<file path="config.mk">
export PLATFORM = sky130hd
export DESIGN_NAME = sdram_port_arbiter_flat
export DESIGN_NICKNAME = d
export VERILOG_FILES = /design/src/rtl/sdram_port_arbiter_if.sv /design/src/rtl/sdram_port_arbiter.sv /design/src/flat_wrapper.sv
export SDC_FILE = /design/constraint.sdc
export NUM_CORES = 1
export LEC_CHECK = 0
export ABC_AREA = 1
export BUFFER_PORTS_ARGS = -buffer_cell sky130_fd_sc_hd__buf_2
export CAP_MARGIN = 20
export CORE_MARGIN = 2
export CORE_UTILIZATION = 39
export DETAILED_ROUTE_END_ITERATION = 6
export PLACE_DENSITY = 0.68
export SYNTH_ARGS = -nofsm -noshare
export SYNTH_HDL_FRONTEND = slang
export SYNTH_SLANG_ARGS = --single-unit
</file>
<file path="constraint.sdc">
create_clock -name clk -period 2.1 [get_ports clk]
set_input_delay 0.105 -clock clk [delete_from_list [all_inputs] [get_ports clk]]
set_output_delay 0.105 -clock clk [all_outputs]
set_load 0.1 [all_outputs]
</file>
<file path="src/rtl/sdram_port_arbiter_if.sv">
// Bundle of requester toggle-handshake lines and the shared SDRAM read port.
// The master modport is the arbiter's view; slave is the requester/controller side.
interface sdram_port_arbiter_if #(
    parameter int NUM_PORTS = 3,
    parameter int ADDR_W    = 25
);
    logic [NUM_PORTS-1:0]        port_req;
    logic [NUM_PORTS*ADDR_W-1:0] port_addr;
    logic [NUM_PORTS-1:0]        port_ack;
    logic [NUM_PORTS*64-1:0]     port_data;
    logic [ADDR_W-1:0]           sdr_addr;
    logic                        sdr_req;
    logic                        sdr_rdy;
    logic [63:0]                 sdr_data;
    logic                        busy;
    logic [2:0]                  grant;
    logic [7:0]                  retry_cnt;

    modport master (
        input  port_req, port_addr, sdr_rdy, sdr_data,
        output port_ack, port_data, sdr_addr, sdr_req, busy, grant, retry_cnt
    );

    modport slave (
        output port_req, port_addr, sdr_rdy, sdr_data,
        input  port_ack, port_data, sdr_addr, sdr_req, busy, grant, retry_cnt
    );
endinterface

</file>
<file path="src/rtl/sdram_port_arbiter.sv">
// Shares one 64-bit SDRAM read port among toggle-handshake requesters with
// optional fixed-priority port, round-robin fallback and timeout re-issue.
module sdram_port_arbiter #(
    parameter int NUM_PORTS = 3,
    parameter int ADDR_W    = 25,
    parameter int PRIO_PORT = 0,
    parameter int PRIO_EN   = 1,
    parameter int TIMEOUT   = 255
) (
    input  logic                 clk,
    input  logic                 n_reset,
    sdram_port_arbiter_if.master bus
);
    localparam logic       RETRY_EN_C = (TIMEOUT != 0);
    localparam logic [7:0] TO_LAST_C  = (TIMEOUT == 0) ? 8'd0 : 8'(TIMEOUT - 1);

    typedef enum logic [0:0] {
        ST_IDLE = 1'b0,
        ST_WAIT = 1'b1
    } state_t;

    state_t                 state_r;
    logic [NUM_PORTS-1:0]   ack_r;
    logic [63:0]            data_r [NUM_PORTS];
    logic [ADDR_W-1:0]      sdr_addr_r;
    logic                   sdr_req_r;
    logic                   busy_r;
    logic [2:0]             grant_r;
    logic [2:0]             last_r;
    logic [7:0]             retry_r;
    logic [7:0]             cnt_r;
    logic                   req_val_r;

    logic [7:0]             pend8_s;
    logic [7:0]             req8_s;
    logic [ADDR_W-1:0]      addr_arr_s [8];
    logic [3:0]             scan_idx_s;
    logic [2:0]             rr_sel_s;
    logic                   rr_found_s;
    logic [2:0]             sel_s;
    logic                   any_pend_s;

    // Widen per-port vectors to 8 entries so a 3-bit index is always in range
    always_comb begin
        pend8_s = 8'd0;
        req8_s  = 8'd0;
        pend8_s[NUM_PORTS-1:0] = bus.port_req ^ ack_r;
        req8_s[NUM_PORTS-1:0]  = bus.port_req;
        any_pend_s = |pend8_s;
    end

    // Unpack the flat address bus into an indexable array
    always_comb begin
        for (int i = 0; i < 8; i++) begin
            addr_arr_s[i] = '0;
        end
        for (int i = 0; i < NUM_PORTS; i++) begin
            addr_arr_s[i] = bus.port_addr[i*ADDR_W +: ADDR_W];
        end
    end

    // Port selection: priority port first, else first pending after last grant
    always_comb begin
        scan_idx_s = 4'd0;
        rr_sel_s   = 3'd0;
        rr_found_s = 1'b0;
        for (int k = 1; k <= NUM_PORTS; k++) begin
            scan_idx_s = {1'b0, last_r} + 4'(k);
            if (scan_idx_s >= 4'(NUM_PORTS)) begin
                scan_idx_s = scan_idx_s - 4'(NUM_PORTS);
            end else begin
                scan_idx_s = scan_idx_s;
            end
            if (!rr_found_s && pend8_s[scan_idx_s[2:0]]) begin
                rr_sel_s   = scan_idx_s[2:0];
                rr_found_s = 1'b1;
            end else begin
                rr_found_s = rr_found_s;
            end
        end
        if ((PRIO_EN != 0) && pend8_s[PRIO_PORT]) begin
            sel_s = 3'(PRIO_PORT);
        end else begin
            sel_s = rr_sel_s;
        end
    end

    // Arbiter FSM with all outputs registered
    always_ff @(posedge clk or negedge n_reset) begin
        if (!n_reset) begin
            state_r    <= ST_IDLE;
            ack_r      <= '0;
            for (int i = 0; i < NUM_PORTS; i++) begin
                data_r[i] <= 64'd0;
            end
            sdr_addr_r <= '0;
            sdr_req_r  <= 1'b0;
            busy_r     <= 1'b0;
            grant_r    <= 3'd0;
            last_r     <= 3'(NUM_PORTS - 1);
            retry_r    <= 8'd0;
            cnt_r      <= 8'd0;
            req_val_r  <= 1'b0;
        end else begin
            case (state_r)
                ST_IDLE: begin
                    if (any_pend_s) begin
                        grant_r    <= sel_s;
                        last_r     <= sel_s;
                        sdr_addr_r <= addr_arr_s[sel_s];
                        sdr_req_r  <= 1'b1;
                        cnt_r      <= 8'd0;
                        req_val_r  <= req8_s[sel_s];
                        busy_r     <= 1'b1;
                        state_r    <= ST_WAIT;
                    end else begin
                        sdr_req_r  <= 1'b0;
                    end
                end
                ST_WAIT: begin
                    // A completion in the timeout cycle wins over re-issue
                    if (bus.sdr_rdy) begin
                        for (int i = 0; i < NUM_PORTS; i++) begin
                            if (grant_r == 3'(i)) begin
                                data_r[i] <= bus.sdr_data;
                                ack_r[i]  <= req_val_r;
                            end
                        end
                        sdr_req_r <= 1'b0;
                        busy_r    <= 1'b0;
                        state_r   <= ST_IDLE;
                    end else if (RETRY_EN_C && (cnt_r == TO_LAST_C)) begin
                        sdr_req_r <= 1'b1;
                        cnt_r     <= 8'd0;
                        retry_r   <= (retry_r == 8'hFF) ? retry_r : retry_r + 8'd1;
                    end else begin
                        sdr_req_r <= 1'b0;
                        cnt_r     <= cnt_r + 8'd1;
                    end
                end
                default: begin
                    sdr_req_r <= 1'b0;
                    busy_r    <= 1'b0;
                    state_r   <= ST_IDLE;
                end
            endcase
        end
    end

    for (genvar gi = 0; gi < NUM_PORTS; gi++) begin : g_data
        assign bus.port_data[gi*64 +: 64] = data_r[gi];
    end

    assign bus.port_ack  = ack_r;
    assign bus.sdr_addr  = sdr_addr_r;
    assign bus.sdr_req   = sdr_req_r;
    assign bus.busy      = busy_r;
    assign bus.grant     = grant_r;
    assign bus.retry_cnt = retry_r;
endmodule

</file>
<file path="src/flat_wrapper.sv">
// flat-port wrapper written by rule: the top's interface ports become plain ports
module sdram_port_arbiter_flat 
#(
    parameter int NUM_PORTS = 3,
    parameter int ADDR_W    = 25,
    parameter int PRIO_PORT = 0,
    parameter int PRIO_EN   = 1,
    parameter int TIMEOUT   = 255
)
  (clk, n_reset, bus_port_req, bus_port_addr, bus_sdr_rdy, bus_sdr_data, bus_port_ack, bus_port_data, bus_sdr_addr, bus_sdr_req, bus_busy, bus_grant, bus_retry_cnt);
  sdram_port_arbiter_if #(.NUM_PORTS(NUM_PORTS), .ADDR_W(ADDR_W)) bus_i ();
  input  logic clk;
  input  logic n_reset;
  input wire logic [$bits(bus_i.port_req)-1:0] bus_port_req;
  input wire logic [$bits(bus_i.port_addr)-1:0] bus_port_addr;
  input wire logic [$bits(bus_i.sdr_rdy)-1:0] bus_sdr_rdy;
  input wire logic [$bits(bus_i.sdr_data)-1:0] bus_sdr_data;
  output wire logic [$bits(bus_i.port_ack)-1:0] bus_port_ack;
  output wire logic [$bits(bus_i.port_data)-1:0] bus_port_data;
  output wire logic [$bits(bus_i.sdr_addr)-1:0] bus_sdr_addr;
  output wire logic [$bits(bus_i.sdr_req)-1:0] bus_sdr_req;
  output wire logic [$bits(bus_i.busy)-1:0] bus_busy;
  output wire logic [$bits(bus_i.grant)-1:0] bus_grant;
  output wire logic [$bits(bus_i.retry_cnt)-1:0] bus_retry_cnt;
  assign bus_i.port_req = bus_port_req;
  assign bus_i.port_addr = bus_port_addr;
  assign bus_i.sdr_rdy = bus_sdr_rdy;
  assign bus_i.sdr_data = bus_sdr_data;
  assign bus_port_ack = bus_i.port_ack;
  assign bus_port_data = bus_i.port_data;
  assign bus_sdr_addr = bus_i.sdr_addr;
  assign bus_sdr_req = bus_i.sdr_req;
  assign bus_busy = bus_i.busy;
  assign bus_grant = bus_i.grant;
  assign bus_retry_cnt = bus_i.retry_cnt;
  sdram_port_arbiter #(.NUM_PORTS(NUM_PORTS), .ADDR_W(ADDR_W), .PRIO_PORT(PRIO_PORT), .PRIO_EN(PRIO_EN), .TIMEOUT(TIMEOUT)) u_core (.clk(clk), .n_reset(n_reset), .bus(bus_i));
endmodule
</file>
==> run metrics <==
area grow syn2layout 48.9%; Mapped Nets about 1,300; number of DRC markers in iteration 0 roughly 670; WL per Instance approximately 16 um; Setup TNS Final -9.22 ns; Clock Sinks 244; synth top area cells dfrtp_1 58%, nand2_1 13%, o21ai_0 9.6%; post-synthesis mux area share less than 1%; H-tree depth 1; # rows 59; run status finished, violations left; root buf cell clkbuf_16; post-synthesis adder-cell area fraction 1.32%; worst path cell trace inv_4 -> ha_4 -> inv_2 -> nand2_2 -> o21ai_2 -> inv_1 -> nand3_1 -> nand2_2 -> nand3_2 -> nor2_4 -> nand2_4 -> nand3_4 -> nand2_2 -> nor2_4 -> buf_12 -> nand2_1 -> nand2_1 -> inv_1 -> nand2_1; Hold Crit Class in2async; GRT overflow 0; Post-route DRC 29; Total Die Area ~28,000 um2; gpl congestion roughly 0.85; Worst setup EP type flop; failing checks DRC, setup timing; largest family of logic cells by synthesized area simple AND/OR/NAND/NOR gates; initial antenna violation count 1; largest net degree at the start of global routing between 100 and 150; Distinct cells, synth 37; buffers and inverters on the worst path 5; pre-CTS worst setup slack -0.349 ns; Max Clock Skew roughly 0.009 ns; simple-gate share of the synthesized area ~17%; first-pass GRT wire length roughly 54,000 um; ant diodes 0; worst slew pin tran 0.569 ns; CP Launch Type flop; Synth Warn # 0; Slew headroom between 60% and 70%; Hold Violations, Final 0; drt total wl ~33,000 um; asr flop ratio synth 100%; Max Freq 0.403 GHz; setup violators final 29; post-synth top area cell dfrtp_1; required time worst endpoint between 2 and 3 ns; Inserted Clock Buffers 27; complex-gate fraction of the synthesized area a little over an eighth; post-DP HPWL roughly 22,000 um; area share of the largest cell type after synthesis a little under 60%; Max stage delay on crit path approximately 0.58 ns; worst-path maximum fanout 25; Crit path max-delay family simple AND/OR/NAND/NOR gates; sequential-to-total area share from yosys stat 58.6%; most frequent cell after synthesis nand2_1; vias per std cell 4.80; CTS tree built; Max-cap violations 0; Mean Syn Cell Area 8.98 um2; via count around 9,900; crit path DAT 2.94 ns; Cell Area, Synth between 10,000 and 15,000 um2; register clock-pin slew on the reported worst setup and hold paths about 0.060 ns; Syn Inst Count ~1,200; max-slew violations 0; crit share post-route 118%; core box area around 26,000 um2; Setup CP Type reg2reg; Detailed Routing Iterations Pass 1 7; fin nets about 1,900; Clk Latency, worst-skew pair around 0.52 ns; final worst slack -0.382 ns; min Tclk post-route 2.48 ns; Synth Flop Type dfrtp_1; top cells by count, synth 363 x nand2_1, 243 x dfrtp_1, 201 x o21ai_0; Die X roughly 170 um; share of post-route cells with drive strength above 1 31.6%; Post-synth EDFFs 0; Routed Antenna Nets 0; synthesized flop and latch total 244; Initial Utilization about two fifths; worst hold slack roughly 0.14 ns; RSZ-0062 raised after global routing yes; Max Buffers Root-to-Sink 3; all-layer global routing usage 23.4%; Top Ports approximately 380; Critical-path top delay cell dfstp_2; vias in the first global route approximately 10,000; IO buf count 377; Die Span Y 168 um; xor-xnor portion of the synthesized cell area under 10%
==> cell usage in the layout, fill, tap and decap left out, types with 4 or more instances in the layout <==
| cell type | n |
|---|---|
| dfrtp_2 | 5 |
| buf_12 | 12 |
| nand2_1 | 357 |
| ha_1 | 7 |
| clkbuf_16 | 30 |
| o211ai_1 | 7 |
| clkbuf_1 | 8 |
| inv_1 | 141 |
| dlygate4sd3_1 | 144 |
| nand2_4 | 6 |
| nand3_2 | 5 |
| clkbuf_8 | 6 |
| nand2_2 | 11 |
| nand3_1 | 26 |
| nor2_1 | 17 |
| o21ai_0 | 200 |
| buf_2 | 376 |
| xor2_1 | 11 |
| nand4_1 | 8 |
| nand3_4 | 5 |
| buf_4 | 31 |
| inv_2 | 8 |
| o211ai_2 | 18 |
| xnor2_1 | 4 |
| dfrtp_1 | 238 |
==> routing by layer <==
layer  routed length, um  part of all wire, %  GRT usage [%]
met1               12600                   38           26.7
met2               16200                   48           40.8
met3                3450                   10           8.25
met4                1160                  3.5           8.28
met5                  13                0.039              0
==> cell families (layout without fill, tap and decap cells) <==
family / after synthesis / count (layout)
AND/OR/NAND/NOR: 444 / 445
flip-flops: 244 / 244
AO/OA/AOI/OAI: 237 / 237
buffers and inverters: 208 / 769
XOR/XNOR: 16 / 16
adder cells (fa/ha/maj): 11 / 11
multiplexers: 1 / 1
==> worst paths after layout <==
| kind | startpoint | to | slack [ns] | depth (start not counted) |
|---|---|---|---|---|
| min reg2reg | u_core.bus.port_data[12] | u_core.bus.port_data[12] | 0.48 | 2 |
| max reg2reg | u_core.last_r[1] | u_core.bus.sdr_addr[23] | -0.38 | 19 |
| max | u_core.last_r[1] | u_core.bus.sdr_addr[23] | -0.38 | 19 |
| min in group clk | bus_port_addr[31] | u_core.bus.sdr_addr[6] | 0.38 | 4 |
| max in group asynchronous | n_reset | u_core.bus.port_data[63] | 1.25 | 3 |
| min | n_reset | u_core.bus.sdr_addr[1] | 0.14 | 2 |
==> flip-flops by register name (all words and copies together), names as in the netlist <==
register              flops
u_core.bus.busy           1
u_core.bus.grant          1
u_core.bus.port_ack       3
u_core.bus.port_data    192
u_core.bus.retry_cnt      8
u_core.bus.sdr_addr      25
u_core.bus.sdr_req        1
u_core.cnt_r              8
u_core.last_r             3
u_core.req_val_r          1
u_core.state_r            1
==> worst register-to-register path: stages, from the launching register on <==
cell     delay [ns]
dfstp_2        0.58
inv_4          0.08
ha_4           0.29
inv_2          0.05
nand2_2        0.06
o21ai_2        0.06
inv_1          0.06
nand3_1        0.07
nand2_2        0.08
nand3_2        0.08
nor2_4         0.16
nand2_4        0.08
nand3_4        0.10
nand2_2        0.09
nor2_4         0.10
buf_12         0.18
nand2_1        0.09
nand2_1        0.10
inv_1          0.05
nand2_1        0.06
==> area by class of cell <==
| cell class | count | area [um2] |
|---|---|---|
| Fill cell | 2127 | 10600 |
| Inverter | 151 | 572 |
| Tap cell | 335 | 419 |
| Clock inverter | 6 | 37.5 |
| Sequential cell | 244 | 6110 |
| Multi-Input combinational cell | 710 | 3670 |
| Clock buffer | 41 | 788 |
| Timing Repair Buffer | 571 | 3940 |
==> metrics by stage <==
stage	util (%)	instance area, um2	instances
after floorplan	-	10600	1161
after global placement	50.1	13100	1861
after detailed placement	50.1	13100	1861
after CTS	58.9	15400	2054
after global routing	59.4	15500	2058
final	59.4	15500	2058
==> timing repair <==
action	4_1_cts	5_1_grt
pin swaps	1	0
setup endpoints to repair	29	29
hold endpoints to repair	367	0
setup buffers	1	1
gates resized for setup	10	8
cloned	1	3
hold buffers	144	0
Power is left out: the tool's default activity adds up to more than one toggle a clock period on the data nets, which glitch-free logic cannot reach.
